==> src/rtl/ramloader_pkg.sv <==
// ramloader_pkg
// Shared definitions for the CoreABC RAM APB loader: FSM state encoding,
// RAM geometry (256 words x 16 bits), CSR offsets and CTRL/STATUS bit
// positions. Imported by coreabc_ram_apb_loader and ramloader_clear_seq.
package ramloader_pkg;

  localparam int ADDR_W = 8;
  localparam int DATA_W = 16;

  // CSR offset selected by PADDR[0] when PADDR[8]=1
  localparam logic CSR_CTRL = 1'b0;
  localparam logic CSR_FILL = 1'b1;

  // CTRL write bits
  localparam int CTRL_START_BIT    = 0;
  localparam int CTRL_CLR_DONE_BIT = 1;

  // STATUS read bits
  localparam int STATUS_BUSY_BIT = 0;
  localparam int STATUS_DONE_BIT = 1;

  typedef enum logic [2:0] {
    ST_IDLE,
    ST_WR,
    ST_RD_ISSUE,
    ST_RD_DONE,
    ST_CLEAR
  } state_t;

endpackage

==> src/rtl/ramloader_clear_seq.sv <==
// ramloader_clear_seq
// Clear/fill sequencer: holds the FILL pattern, the BUSY and sticky DONE
// flags and the 8-bit address counter that sweeps all 256 RAM words.
// Only built when RAMLOADER_CLEAR_EN is defined.
// Ports:
//   clk, rst_n      clock, asynchronous active-low reset
//   ctrl_wr         one-cycle CTRL write strobe (only issued while idle)
//   fill_wr         one-cycle FILL write strobe
//   wdata           CSR write data
//   busy, done      STATUS flags
//   last            high during the cycle that writes word 255
//   count           current clear address
//   fill            current fill pattern
`ifdef RAMLOADER_CLEAR_EN
module ramloader_clear_seq
  import ramloader_pkg::*;
(
  input  logic              clk,
  input  logic              rst_n,
  input  logic              ctrl_wr,
  input  logic              fill_wr,
  input  logic [DATA_W-1:0] wdata,
  output logic              busy,
  output logic              done,
  output logic              last,
  output logic [ADDR_W-1:0] count,
  output logic [DATA_W-1:0] fill
);

  logic              busy_q, busy_d;
  logic              done_q, done_d;
  logic [ADDR_W-1:0] count_q, count_d;
  logic [DATA_W-1:0] fill_q, fill_d;
  logic              start;

  // A start request while already busy is dropped.
  assign start = ctrl_wr && wdata[CTRL_START_BIT] && !busy_q;
  assign last  = busy_q && (count_q == {ADDR_W{1'b1}});

  // Next-state: counter advances every busy cycle and wraps to 0 after 255.
  always_comb begin
    busy_d  = busy_q;
    done_d  = done_q;
    count_d = count_q;
    fill_d  = fill_q;
    if (fill_wr) fill_d = wdata;
    if (ctrl_wr && wdata[CTRL_CLR_DONE_BIT]) done_d = 1'b0;
    if (start) begin
      busy_d  = 1'b1;
      count_d = '0;
    end else if (busy_q) begin
      count_d = count_q + 1'b1;
      if (last) begin
        busy_d = 1'b0;
        done_d = 1'b1;
      end
    end
  end

  always_ff @(posedge clk or negedge rst_n) begin
    if (!rst_n) begin
      busy_q  <= 1'b0;
      done_q  <= 1'b0;
      count_q <= '0;
      fill_q  <= '0;
    end else begin
      busy_q  <= busy_d;
      done_q  <= done_d;
      count_q <= count_d;
      fill_q  <= fill_d;
    end
  end

  assign busy  = busy_q;
  assign done  = done_q;
  assign count = count_q;
  assign fill  = fill_q;

endmodule
`endif

==> src/rtl/coreabc_ram_apb_loader.sv <==
// coreabc_ram_apb_loader
// APB3 slave giving a host direct access to the CoreABC 256x16 RAM through
// its synchronous port interface (registered read). Writes complete with no
// wait state, reads with one. Optional clear/fill sequencer enabled by the
// RAMLOADER_CLEAR_EN macro; without it CSR reads return 0 and CSR writes
// are accepted with no effect.
// Ports:
//   PCLK, NSYSRESET          clock (also clocks the RAM), async active-low reset
//   PSEL/PENABLE/PWRITE      APB control
//   PADDR[8:0]               [8]=0 RAM word [7:0]; [8]=1 CSR, [0]: 0=CTRL/STATUS 1=FILL
//   PWDATA/PRDATA            APB data
//   PREADY/PSLVERR           APB completion / error
//   RAM_WEN/RAM_REN          RAM write / read enables
//   RAM_WADDR/RAM_RADDR      RAM addresses
//   RAM_WD/RAM_RD            RAM write data / registered read data
module coreabc_ram_apb_loader
  import ramloader_pkg::*;
(
  input  logic        PCLK,
  input  logic        NSYSRESET,
  input  logic        PSEL,
  input  logic        PENABLE,
  input  logic        PWRITE,
  input  logic [8:0]  PADDR,
  input  logic [15:0] PWDATA,
  output logic [15:0] PRDATA,
  output logic        PREADY,
  output logic        PSLVERR,
  output logic        RAM_WEN,
  output logic        RAM_REN,
  output logic [7:0]  RAM_WADDR,
  output logic [7:0]  RAM_RADDR,
  output logic [15:0] RAM_WD,
  input  logic [15:0] RAM_RD
);

  state_t            state_q, state_d;
  logic              pready_q, pready_d;
  logic              pslverr_q, pslverr_d;
  logic [DATA_W-1:0] prdata_q, prdata_d;
  logic              ram_wen_q, ram_wen_d;
  logic              ram_ren_q, ram_ren_d;
  logic [ADDR_W-1:0] ram_waddr_q, ram_waddr_d;
  logic [ADDR_W-1:0] ram_raddr_q, ram_raddr_d;
  logic [DATA_W-1:0] ram_wd_q, ram_wd_d;
  logic [DATA_W-1:0] csr_rdata;
  logic              setup;

  assign setup = PSEL && !PENABLE;

`ifdef RAMLOADER_CLEAR_EN
  logic              ctrl_wr, fill_wr;
  logic              clr_busy, clr_done, clr_last;
  logic [ADDR_W-1:0] clr_count;
  logic [DATA_W-1:0] clr_fill;

  ramloader_clear_seq u_clear_seq (
    .clk     (PCLK),
    .rst_n   (NSYSRESET),
    .ctrl_wr (ctrl_wr),
    .fill_wr (fill_wr),
    .wdata   (PWDATA),
    .busy    (clr_busy),
    .done    (clr_done),
    .last    (clr_last),
    .count   (clr_count),
    .fill    (clr_fill)
  );

  // CSR read mux: STATUS flags or the FILL pattern.
  always_comb begin
    csr_rdata = '0;
    if (PADDR[0] == CSR_FILL) begin
      csr_rdata = clr_fill;
    end else begin
      csr_rdata[STATUS_BUSY_BIT] = clr_busy;
      csr_rdata[STATUS_DONE_BIT] = clr_done;
    end
  end
`else
  assign csr_rdata = '0;
`endif

  // Next-state logic. All APB/RAM outputs are registered: a setup cycle
  // decides what the following access cycle presents.
  always_comb begin
    state_d     = state_q;
    pready_d    = 1'b0;
    pslverr_d   = 1'b0;
    prdata_d    = '0;
    ram_wen_d   = 1'b0;
    ram_ren_d   = 1'b0;
    ram_waddr_d = ram_waddr_q;
    ram_raddr_d = ram_raddr_q;
    ram_wd_d    = ram_wd_q;
`ifdef RAMLOADER_CLEAR_EN
    ctrl_wr     = 1'b0;
    fill_wr     = 1'b0;
`endif
    case (state_q)
      ST_IDLE: begin
        if (setup) begin
          if (!PADDR[8]) begin
            if (PWRITE) begin
              ram_waddr_d = PADDR[7:0];
              ram_wd_d    = PWDATA;
              ram_wen_d   = 1'b1;
              pready_d    = 1'b1;
              state_d     = ST_WR;
            end else begin
              ram_raddr_d = PADDR[7:0];
              ram_ren_d   = 1'b1;
              state_d     = ST_RD_ISSUE;
            end
          end else begin
            pready_d = 1'b1;
            if (PWRITE) begin
`ifdef RAMLOADER_CLEAR_EN
              ctrl_wr = (PADDR[0] == CSR_CTRL);
              fill_wr = (PADDR[0] == CSR_FILL);
              if (ctrl_wr && PWDATA[CTRL_START_BIT]) state_d = ST_CLEAR;
`endif
            end else begin
              prdata_d = csr_rdata;
            end
          end
        end
      end
      ST_WR:       state_d = ST_IDLE;
      ST_RD_ISSUE: begin
        pready_d = 1'b1;
        state_d  = ST_RD_DONE;
      end
      ST_RD_DONE:  state_d = ST_IDLE;
      ST_CLEAR: begin
        // The sequencer owns the RAM write port; the APB side only answers
        // CSR reads and rejects everything else.
        if (setup) begin
          pready_d = 1'b1;
          if (!PADDR[8] || PWRITE) pslverr_d = 1'b1;
          else                     prdata_d  = csr_rdata;
        end
`ifdef RAMLOADER_CLEAR_EN
        if (clr_last) state_d = ST_IDLE;
`else
        state_d = ST_IDLE;
`endif
      end
      default: state_d = ST_IDLE;
    endcase
  end

  always_ff @(posedge PCLK or negedge NSYSRESET) begin
    if (!NSYSRESET) begin
      state_q     <= ST_IDLE;
      pready_q    <= 1'b0;
      pslverr_q   <= 1'b0;
      prdata_q    <= '0;
      ram_wen_q   <= 1'b0;
      ram_ren_q   <= 1'b0;
      ram_waddr_q <= '0;
      ram_raddr_q <= '0;
      ram_wd_q    <= '0;
    end else begin
      state_q     <= state_d;
      pready_q    <= pready_d;
      pslverr_q   <= pslverr_d;
      prdata_q    <= prdata_d;
      ram_wen_q   <= ram_wen_d;
      ram_ren_q   <= ram_ren_d;
      ram_waddr_q <= ram_waddr_d;
      ram_raddr_q <= ram_raddr_d;
      ram_wd_q    <= ram_wd_d;
    end
  end

  // Read data comes straight from the RAM's output register in RD_DONE.
  assign PRDATA  = (state_q == ST_RD_DONE) ? RAM_RD : prdata_q;
  assign PREADY  = pready_q;
  assign PSLVERR = pslverr_q;
  assign RAM_REN   = ram_ren_q;
  assign RAM_RADDR = ram_raddr_q;

`ifdef RAMLOADER_CLEAR_EN
  assign RAM_WEN   = ram_wen_q | clr_busy;
  assign RAM_WADDR = clr_busy ? clr_count : ram_waddr_q;
  assign RAM_WD    = clr_busy ? clr_fill  : ram_wd_q;
`else
  assign RAM_WEN   = ram_wen_q;
  assign RAM_WADDR = ram_waddr_q;
  assign RAM_WD    = ram_wd_q;
`endif

endmodule
==> config.mk <==
export PLATFORM = sky130hd
export DESIGN_NAME = coreabc_ram_apb_loader
export DESIGN_NICKNAME = d
export VERILOG_FILES = /design/src/rtl/ramloader_pkg.sv /design/src/rtl/ramloader_clear_seq.sv /design/src/rtl/coreabc_ram_apb_loader.sv
export SDC_FILE = /design/constraint.sdc
export NUM_CORES = 1
export LEC_CHECK = 0
export CAP_MARGIN = 40
export CORE_UTILIZATION = 43
export DETAILED_ROUTE_END_ITERATION = 7
export DONT_BUFFER_PORTS = 1
export PLACE_DENSITY = 0.56
export SLEW_MARGIN = 20
export SYNTH_ARGS = -nofsm -noshare
export SYNTH_HDL_FRONTEND = slang
export SYNTH_HIERARCHICAL = 1
export SYNTH_SLANG_ARGS = --single-unit
==> constraint.sdc <==
create_clock -name PCLK -period 3.65 [get_ports PCLK]
set_input_delay 1.095 -clock PCLK [delete_from_list [all_inputs] [get_ports PCLK]]
set_output_delay 1.095 -clock PCLK [all_outputs]
set_load 0.02 [all_outputs]
==> flow_metrics.py <==
metrics = {
    "critical_path": {
        "critPathCaptureType": "output pin",
        "r2r_end": "RAM_WD[14]",
        "crit_chain": "and3_1",
        "worstSetupPathType": "primary input to output pin",
        "crit_slowest_cell": "and3_1",
        "r2r_slack_ns": 2.03,
        "critical_path.top_delay_family": "simple AND/OR/NAND/NOR gates",
        "r2r_cells": 3,
        "start_kind": "primary input",
        "cp-startpoint": "RAM_RD[4]",
        "crit_cells": 1,
        "cp_max_fo": 1,
        "reg2reg_from": "state_q[1]",
        "cp.required_ns": 2.55,
        "path_buf_inv": 0,
        "cpPeakStageDelay_ns": 0.27,
        "arrival_ns": 1.37,
    },
    "routing": {
        "drtPass1Iterations": 4,
        "wire_per_inst_um": 19.2,
        "via_count": 844,
        "drcViolationCount": 0,
        "drt_wl_total_um": 2980,
        "drt_iter0_drc": 51,
        "final_antenna_net_count": 0,
        "via_per_inst": 5.45,
    },
    "floorplan": {
        "pin_count": 98,
        "rows": 21,
        "die_w_um": 63.0,
        "initial_utilization": 0.465,
        "coreArea_um2": 3440,
        "fp.dieH_um": 63.0,
        "dieArea_um2": 3970,
    },
    "global_route": {
        "grt_pass1_wl_um": 4690,
        "use_met3": 0.0620,
        "grt_pass1_vias": 885,
        "grt-ovfl-total": 0,
        "busiest_layer": "met2",
        "gr-usage-all-layers": 0.161,
        "antenna_found_initial": 0,
        "grt_use_met2": 0.237,
        "grtUsageMet1": 0.199,
        "grt_max_degree": 38,
    },
    "logic_synthesis": {
        "synth_edf_count": 0,
        "synth.distinct_cells": 18,
        "ys.flop_type": "dfrtp_1",
        "synth_fa_ha_area_frac": 0,
        "synth-seq-cells": 37,
        "synth.yosys.seq_area_share": 0.579,
        "syn-instance-count": 108,
        "syn_avg_cell_area_um2": 14.8,
        "syn_area_um2": 1600,
        "syn_nets": 154,
        "synthTopCellsByCount": "dfrtp_1, mux2_4, and3_1, mux2_2",
        "synth_top_cell_area_share": 0.579,
        "synth_top_family_by_area": "multiplexers",
        "ys_warn_count": 6,
        "synthArstFlopShare": 1.00,
        "synthMuxAreaShare": 0.270,
        "yosys-top-cells-area": "dfrtp_1, mux2_4, mux2_2, and3_1, buf_6",
        "yosys.area_share.simple": 0.108,
        "yosys.area.top_type": "dfrtp_1",
        "synth_xor_area_frac": 0,
        "synth-compound-area-share": 0.00625,
        "synth_most_common_cell": "dfrtp_1",
    },
    "clock_network": {
        "numCtsBuffers": 5,
        "ctsHoldBuffers": 0,
        "clk_pin_slew_ns": 0.07,
        "clock_path_buffers": 2,
        "htreeDepth": 2,
        "postCtsSetupRepairBufs": 0,
        "clock_sinks": 37,
        "root_buffer": "clkbuf_8",
        "cts_tree": "done",
        "cts-resized-gates": 0,
        "clk_latency_ns": 0.29,
    },
    "sta": {
        "fin_crit_sh": 0.674,
        "rsz0062_at_grt": "no",
        "whs_ns": 0.497,
        "hold_violations": 0,
        "setup_viol": 0,
        "layout_min_cycle_time_ns": 2.46,
        "clock-skew-final_ns": 0.00232,
        "setup_tns_ns": 0,
        "fmax_mhz": 406,
        "slew_viol_final": 0,
    },
    "placed_design": {
        "io_buffers": 0,
        "gp_congestion": 0.711,
        "place_hpwl_um": 2100,
        "dpl_cell_area_um2": 1610,
    },
    "min_path": {
        "min_path_type": "primary input to asynchronous set/reset pin",
    },
    "finish": {
        "area_growth_syn_to_layout_pct": 8.05,
        "drive_above_1_share": 0.404,
        "antenna_cells": 0,
        "utilization": 0.502,
        "stdcell_area_um2": 1730,
        "finalNetCount": 154,
    },
    "power": {
        "power_density_nw_per_um2": 972,
        "power.leakage_uw": 0.000901,
        "ir_drop_v": 0.000398,
    },
    "outcome": {
        "status": "finished, final reports clean",
    },
    "run": {
        "cap_viol_max_count": 0,
    },
}
==> metrics by stage <==
step                instances  total power [uW]  setup WS, ns
floorplan                 108              1270          1.21
finish                    155              1680          1.19
CTS                       155              1700          1.18
global route              155              1760          1.18
global placement          147              1310          1.19
detailed placement        147              1330          1.18
==> sequential cells by signal, summed over array words and instances, names as in the netlist <==
name,count
RAM_REN,1
RAM_WEN,1
RAM_WADDR,8
RAM_WD,16
PREADY,1
RAM_RADDR,8
state_q,2
==> cells in the final DEF (no fill, tap or decap) <==
cell type	n
mux2_2	13
bufinv_16	1
clkbuf_1	1
mux2_4	19
o21ai_0	1
nor4b_2	1
clkbuf_8	6
nand2_4	1
nand2_2	1
nor2_2	1
and4bb_2	1
and3_1	16
dfrtp_1	37
nor2_1	4
nor2b_1	1
conb_1	1
inv_1	3
a21oi_1	1
==> cell type report <==
class,count,area (um^2)
well taps,46,57.6
multi-input cells,61,618
clock buffers,7,86.3
inverters,3,11.3
fillers,298,1710
flip-flops and latches,37,926
clock inverters,1,30.0
==> per-layer routing <==
layer | vias to the layer above | part of all wire
met5 | - | 0
met4 | 0 | 0.016
met3 | 4 | 0.094
met2 | 49 | 0.48
met1 | 422 | 0.41
li1 | 369 | -
==> cell families after synthesis <==
| group | count (synthesis) |
|---|---|
| DFF | 37 |
| buffers and inverters | 10 |
| other | 1 |
| muxes | 32 |
| AOI/OAI and AO/OA | 2 |
| and+or+nand+nor | 26 |
==> worst max-delay path by stage <==
| stage | endpoint | slack, ns |
|---|---|---|
| after global placement | PRDATA[7] | 1.19 |
| after detailed placement | PRDATA[4] | 1.18 |
| final | PRDATA[4] | 1.19 |
| after CTS | PRDATA[4] | 1.18 |
| after floorplan | PRDATA[0] | 1.21 |
| after global routing | PRDATA[4] | 1.18 |
==> report_power, final <==
group	total (uW)	switching, uW	internal (uW)	leakage, uW
sequential	1000	402	603	0.000453
clock	358	136	223	0.0000585
combinational	318	104	214	0.000390
total	1680	642	1040	0.000901
(Power assumes the default switching activity.)
